## config.mk

```make
export PLATFORM = sky130hd
export DESIGN_NAME = clock_period_meter
export DESIGN_NICKNAME = d
export VERILOG_FILES = /design/src/rtl/clock_period_meter.sv
export SDC_FILE = /design/constraint.sdc
export NUM_CORES = 1
export LEC_CHECK = 0
export ABC_AREA = 0
export BUFFER_PORTS_ARGS = -buffer_cell sky130_fd_sc_hd__buf_2
export CORE_ASPECT_RATIO = 0.7
export CORE_MARGIN = 5
export CORE_UTILIZATION = 45
export CTS_CLUSTER_DIAMETER = 150
export DETAILED_ROUTE_END_ITERATION = 8
export PLACE_DENSITY = 0.71
export REMOVE_ABC_BUFFERS = 1
export SYNTH_ARGS = -nofsm -noshare
export SYNTH_HDL_FRONTEND = slang
export SYNTH_SLANG_ARGS = --single-unit
```

## constraint.sdc

```tcl
create_clock -name clk_in -period 2.1 [get_ports clk_in]
set_clock_uncertainty 0.15 [all_clocks]
set_input_delay 0.21 -clock clk_in [delete_from_list [all_inputs] [get_ports clk_in]]
set_output_delay 0.21 -clock clk_in [all_outputs]
set_load 0.02 [all_outputs]
```

## src/rtl/clock_period_meter.sv

```systemverilog
// Measures period and high time of an asynchronous square wave in clk_in cycles.
// sig_in is synchronised internally; no logic is clocked by the measured signal.
module clock_period_meter #(
    parameter int               CNT_W       = 28,
    parameter logic [CNT_W-1:0] TIMEOUT     = CNT_W'(16000000),
    parameter int               SYNC_STAGES = 2
) (
    input  logic             clk_in,
    input  logic             rst_n,
    input  logic             sig_in,
    input  logic             meas_en,
    output logic [CNT_W-1:0] period_out,
    output logic [CNT_W-1:0] high_out,
    output logic             meas_valid,
    output logic             timeout,
    output logic             busy
);

    typedef enum logic [1:0] {
        IDLE = 2'd0,
        ARM  = 2'd1,
        HIGH = 2'd2,
        LOW  = 2'd3
    } state_t;

    localparam logic [CNT_W-1:0] LIMIT   = TIMEOUT - 1'b1;
    localparam logic [CNT_W-1:0] CNT_ONE = CNT_W'(1);

    logic [SYNC_STAGES-1:0] sync_reg;
    logic                   s_d_reg;
    logic                   sig_s;
    logic                   rise;
    logic                   fall;
    logic                   at_limit;

    state_t                 state_reg;
    logic [CNT_W-1:0]       cnt_reg;
    logic [CNT_W-1:0]       hi_cap_reg;

    // Synchroniser chain plus one flop for edge detection; the latency is
    // the same for both edges, so it cancels out of every measurement.
    always_ff @(posedge clk_in or negedge rst_n) begin
        if (!rst_n) begin
            sync_reg <= '0;
            s_d_reg  <= 1'b0;
        end else begin
            sync_reg <= {sync_reg[SYNC_STAGES-2:0], sig_in};
            s_d_reg  <= sync_reg[SYNC_STAGES-1];
        end
    end

    assign sig_s    = sync_reg[SYNC_STAGES-1];
    assign rise     = sig_s & ~s_d_reg;
    assign fall     = ~sig_s & s_d_reg;
    // >= rather than == so a fall accepted right at the limit still times out next cycle
    assign at_limit = (cnt_reg >= LIMIT);

    always_ff @(posedge clk_in or negedge rst_n) begin
        if (!rst_n) begin
            state_reg  <= IDLE;
            cnt_reg    <= '0;
            hi_cap_reg <= '0;
            period_out <= '0;
            high_out   <= '0;
            meas_valid <= 1'b0;
            timeout    <= 1'b0;
            busy       <= 1'b0;
        end else begin
            meas_valid <= 1'b0;
            if (!meas_en) begin
                state_reg <= IDLE;
                cnt_reg   <= '0;
                timeout   <= 1'b0;
                busy      <= 1'b0;
            end else begin
                busy <= 1'b1;
                case (state_reg)
                    IDLE: begin
                        state_reg <= ARM;
                        cnt_reg   <= '0;
                    end
                    ARM: begin
                        if (rise) begin
                            state_reg <= HIGH;
                            cnt_reg   <= CNT_ONE;
                        end else if (at_limit) begin
                            timeout <= 1'b1;
                            cnt_reg <= '0;
                        end else begin
                            cnt_reg <= cnt_reg + 1'b1;
                        end
                    end
                    HIGH: begin
                        if (fall) begin
                            state_reg  <= LOW;
                            hi_cap_reg <= cnt_reg;
                            cnt_reg    <= cnt_reg + 1'b1;
                        end else if (at_limit) begin
                            timeout   <= 1'b1;
                            state_reg <= ARM;
                            cnt_reg   <= '0;
                        end else begin
                            cnt_reg <= cnt_reg + 1'b1;
                        end
                    end
                    LOW: begin
                        if (rise) begin
                            // Publish and start the next period on the same cycle.
                            period_out <= cnt_reg;
                            high_out   <= hi_cap_reg;
                            meas_valid <= 1'b1;
                            timeout    <= 1'b0;
                            state_reg  <= HIGH;
                            cnt_reg    <= CNT_ONE;
                        end else if (at_limit) begin
                            timeout   <= 1'b1;
                            state_reg <= ARM;
                            cnt_reg   <= '0;
                        end else begin
                            cnt_reg <= cnt_reg + 1'b1;
                        end
                    end
                    default: begin
                        state_reg <= IDLE;
                        cnt_reg   <= '0;
                    end
                endcase
            end
        end
    end

endmodule
```

After elaboration in Yosys (flattened, before gate mapping)
Cells that the tools add are included.
{"block": "word_totals", "input_bits": 4, "register_bits": 120, "word_cells": 49, "mem_count": 0, "mem_bits_ro": 0, "ramBits": 0, "latch_bits": 0, "output_inout_bits": 59}
{"block": "op_classes", "bitwise_logic": 4, "n_eq_ne": 7, "n_reduce_logical": 5, "order_cmp": 1, "mul": 0, "addsub": 1, "n_div": 0, "shifts": 0, "mux": 21}
{"cell": "2-to-1 mux 28 bit", "n": 4}
{"cell": "case mux 28 bit (3 select lines)", "n": 1}
{"cell": "adder 28 x 1 -> 28 bit, second input constant", "n": 1}
{"cell": "greater-or-equal comparator 28 x 24 -> 1 bit, second input constant", "n": 1}
{"cell": "2-to-1 mux 2 bit", "n": 5}
{"cell": "2-to-1 mux 1 bit", "n": 9}
{"cell": "!= test 3 bit, second input constant", "n": 3}
{"cell": "AND reduction 3 bit", "n": 3}
{"cell": "case mux 2 bit (4 select lines)", "n": 1}
{"cell": "equality test 2 bit, second input constant", "n": 2}
{"cell": "!= test 4 x 1 -> 1 bit, second input constant", "n": 1}
{"cell": "case mux 1 bit (3 select lines)", "n": 1}
{"cell": "AND 1 bit", "n": 2}
{"cell": "equality test 2 x 1 -> 1 bit, second input constant", "n": 1}
{"cell": "zero test 2 bit", "n": 1}
{"cell": "inverter 1 bit", "n": 2}
{"cell": "OR reduction 2 bit", "n": 1}

Longest topological paths before layout
{"block": "logic_depth", "depth_word": 5, "depth_mapped": 7, "mapped_depth_nobuf": 6}

Worst setup path after synthesis
No wires, ideal clock.
{"block": "synth_timing", "path_type": "register to register", "startpoint": "register state_reg[0]", "endpoint": "register hi_cap_reg[24]", "t_arrival_ps": 2011, "path_stages_with_launch": 7, "t_required_ps": 1825, "path_slack_ps": -186, "setup_ps": 125, "n_path_buf": 2, "synth_period_minus_slack_ps": 2286, "cell_sequence": "dfrtp_1 -> inv_1 -> ha_1 -> clkdlybuf4s50_2 -> nand3_1 -> clkbuf_1 -> mux2_2"}
{"block": "synth_between", "elab_chain_cells": 2}
{"element": "start, declared", "line_no": "36", "source": "state_t state_reg;"}
{"element": "start signal, assigned", "line_no": "60", "source": "state_reg <= IDLE;"}
{"element": "start signal, assigned", "line_no": "71", "source": "state_reg <= IDLE;"}
{"element": "start signal, assigned", "line_no": "79", "source": "state_reg <= ARM;"}
{"element": "equality test 2 bit", "line_no": "77", "source": "case (state_reg)"}
{"element": "AND reduction 3 bit (no source line)"}
{"element": "end signal, assigned", "line_no": "96", "source": "hi_cap_reg <= cnt_reg;"}
{"element": "end, declared", "line_no": "38", "source": "logic [CNT_W-1:0] hi_cap_reg;"}
No other way between the ends.
A chain may end at the register's enable or synchronous reset.

Worst setup path in the final report
{"block": "layout_timing", "startpoint": "register cnt_reg[14]", "endpoint": "register cnt_reg[3]"}
{"block": "layout_between", "elab_chain_cells": 5, "elab_cells_between_ends": 6, "classes_between": "1 x order compare; 5 x mux"}
{"element": "start, declared", "line_no": "37", "source": "logic [CNT_W-1:0] cnt_reg;"}
{"element": "start signal, assigned", "line_no": "90", "source": "cnt_reg <= cnt_reg + 1'b1;"}
{"element": "start signal, assigned", "line_no": "97", "source": "cnt_reg <= cnt_reg + 1'b1;"}
{"element": "start signal, assigned", "line_no": "103", "source": "cnt_reg <= cnt_reg + 1'b1;"}
{"element": "greater-or-equal comparator 28 x 24 -> 1 bit *", "line_no": "56", "source": "assign at_limit = (cnt_reg >= LIMIT);"}
{"element": "2-to-1 mux 28 bit *", "line_no": "86, 98, 115"}
{"element": "2-to-1 mux 28 bit (on tied branches)", "line_no": "107, 94"}
{"element": "case mux 28 bit (3 select lines) *", "line_no": "77"}
{"element": "2-to-1 mux 28 bit *", "line_no": "70", "source": "if (!meas_en) begin"}
Every way passes the cells marked *; elsewhere a longest branch is shown, timed or not.

==> impl_metrics.tcl <==
set metrics [dict create \
    synth_top_family_by_area "multiplexers" \
    grt_max_degree 56 \
    grt_first_pass_wirelength_mm 17.9 \
    synth_seq_cells 120 \
    viasPerCell 5.17 \
    worstSkewPairLatency_ns 0.41 \
    synth_cell_types 42 \
    die_x_um 138 \
    clkPwrFrac_pct 51.1 \
    layout_common_cells "dfrtp_1, mux2_2, buf_2" \
    grt_pass1_vias 3564 \
    cts_buffer_depth 2 \
    path_class "reg2reg" \
    drv_slew 0 \
    gp_congestion 0.821 \
    final_common_cell "dfrtp_1" \
    synth_area_um2 5170 \
    io_buffers 62 \
    synth_ff_type "dfrtp_1" \
    wire_per_inst_um 15.8 \
    worst-path-buf-inv 1 \
    cp-end-kind "flip-flop" \
    cts.clk_slew.worst_paths_ns 0.05 \
    synth-seq-area-share_pct 58.0 \
    critical_path.cell_chain "or4_4 -> nor4_4 -> nand4_1 -> o2111ai_4 -> buf_12 -> a21oi_1" \
    clockRootBuffer "clkbuf_16" \
    finalNetCount 508 \
    synth-compound-area-share_pct 7.93 \
    hp-class "in2async" \
    area_delta_synth_final_pct 29.1 \
    start_util_pct 46.5 \
    min_period_ns 2.06 \
    combPwrFrac_pct 8.8 \
    maxCapViolations 0 \
    cts.sinks 120 \
    drtPass1Iterations 5 \
    swShare_pct 22.1 \
    htreeDepth 4 \
    ir_worst_vdd_mv 0.619 \
    synthCells 391 \
    setup_viol 0 \
    outcome "complete, no violations" \
    synth-adder-area-share_pct 1.45 \
    critPathMaxFanout 16 \
    worstMarginPinSlew_ns 0.516 \
    numCtsBuffers 17 \
    num_vias 3429 \
    die_h_um 99.7 \
    rows 32 \
    cp_slowest_cell "or4_4" \
    wl_mm 10.5 \
    start_kind "flip-flop" \
    fin_hold_ws_ns 0.146 \
    critical_path.max_stage_delay_ns 0.57 \
    p_per_area_nw_per_um2 895 \
    drt-initial-drc-count 131 \
    core_um2 11100 \
    synth_xor_xnor_area_share_pct 4.57 \
    p_sw_w 0.00132 \
    cts_tree "yes" \
    pre_cts_ws_ns -0.0510 \
    antennaDiodeCount 0 \
    grt.overflow.total 0 \
    synthMuxAreaShare_pct 16.5 \
    postRouteAntennaNets 0 \
    route.detailed.drc 0 \
    drive_gt1_share_pct 49.0 \
    synth_edf_count 0 \
    fmax_mhz 486 \
    hold_viol_final 0 \
    die_area_um2 13800 \
    worstPathArrival_ns 2.19 \
    intPower_w 0.00466 \
    layout_setup_ws_ns 0.0415 \
    crit_required_ns 2.23 \
    dpl.hpwl_mm 7.14 \
    avgSynthCellArea_um2 13.2 \
    leakage_nw 3.33 \
    yosys_warnings 0 \
    period_share_pct 98.0 \
    io-pin-count 63 \
    seq_power_share_pct 40.1 \
    synth-simple-area-share_pct 8.20 \
    grt_setup_unrepaired "yes" \
    ys_async_sr_fraction_pct 100 \
    grt_use_total_pct 16.1 \
    slew-limit-headroom_pct 65.5 \
    crit_family "simple AND/OR/NAND/NOR gates" \
    antenna_found_initial 0 \
]
## through the flow
| step | total power (W) | utilization [%] | std cells | cell area (um2) | setup TNS [ns] |
|---|---|---|---|---|---|
| after CTS | 0.00601 | 59.5 | 661 | 6630 | 0 |
| after floorplan | 0.00272 | - | 371 | 5040 | -68.01 |
| after detailed placement | 0.00293 | 53.4 | 627 | 5950 | -0.503 |
| after global placement | 0.00291 | 53.4 | 627 | 5950 | -0.000588 |
| final | 0.00598 | 60.0 | 663 | 6680 | 0 |
| after global routing | 0.00620 | 60.0 | 663 | 6680 | -0.961 |
## synth_stat cells (3+ instances only)
master | count | area [um2]
nand4_1 | 12 | 75.1
nor4_1 | 3 | 18.8
and3_1 | 6 | 37.5
nand2_1 | 20 | 75.1
dfrtp_1 | 120 | 3000
nor2_1 | 9 | 33.8
o21ai_0 | 12 | 60.1
buf_6 | 4 | 45.0
nor3_1 | 4 | 20.0
mux2_2 | 76 | 856
a21oi_2 | 20 | 175
clkbuf_1 | 9 | 33.8
a31oi_1 | 3 | 18.8
a21oi_1 | 8 | 40.0
xnor2_1 | 12 | 105
ha_1 | 6 | 75.1
inv_1 | 10 | 37.5
nand3_1 | 13 | 65.1
xor2_1 | 15 | 131
## metal layers
| metal | track usage, % | part of all wire [%] |
|---|---|---|
| met5 | 0 | 0 |
| met4 | 5.69 | 1.2 |
| met3 | 4.81 | 4.4 |
| met2 | 24.3 | 46 |
| met1 | 22.4 | 49 |
## cell families (layout without fill, tap and decap cells)
| family | count (synthesis) | in the layout |
|---|---|---|
| adders and majority gates | 6 | 6 |
| xor gates and xnor gates | 27 | 27 |
| buffers and inverters | 30 | 149 |
| DFF | 120 | 120 |
| muxes | 76 | 76 |
| and+or+nand+nor | 79 | 79 |
| AOI/OAI and AO/OA | 53 | 53 |
## power by group through the flow
stage / sequential [W] / clock (W) / combinational (W)
floorplan: 0.00243 / 0 / 0.000290
global placement: 0.00243 / 0 / 0.000482
detailed placement: 0.00243 / 0 / 0.000500
CTS: 0.00239 / 0.00311 / 0.000509
global route: 0.00240 / 0.00322 / 0.000583
finish: 0.00240 / 0.00306 / 0.000527
## cell type report
class,instances,area (um2)
clock buffer,22,484
clock inverter,9,145
fill,910,4450
inverter,10,37.5
multi-input combinational,241,2060
sequential,120,3000
tap,153,191
timing repair buffer,108,757
## timing repair
item,CTS,global route
setup buffers,0,2
setup endpoints to repair,30,30
endpoints found under the hold margin,69,0
hold buffers,3,0
resized for setup,3,10
pin swaps,2,4
## worst paths after layout
kind | start | to | slack, ns | depth (start not counted)
max in group asynchronous | rst_n | period_out[2]$_DFFE_PN0P_ | 1.02 | 3
min in group clk_in | sync_reg[0]$_DFF_PN0_ | sync_reg[1]$_DFF_PN0_ | 0.20 | 0
max reg2reg | cnt_reg[14]$_DFF_PN0_ | cnt_reg[3]$_DFF_PN0_ | 0.04 | 6
min | rst_n | high_out[23]$_DFFE_PN0P_ | 0.15 | 2
min reg2reg | sync_reg[0]$_DFF_PN0_ | sync_reg[1]$_DFF_PN0_ | 0.20 | 0
max | cnt_reg[14]$_DFF_PN0_ | cnt_reg[3]$_DFF_PN0_ | 0.04 | 6
## worst register-to-register path, stage by stage, from the launching register on
cell and delay, ns:
dfrtp_1 0.37, or4_4 0.57, nor4_4 0.20, nand4_1 0.18
o2111ai_4 0.18, buf_12 0.20, a21oi_1 0.08
Note: power is estimated with default switching activity, not from simulation.
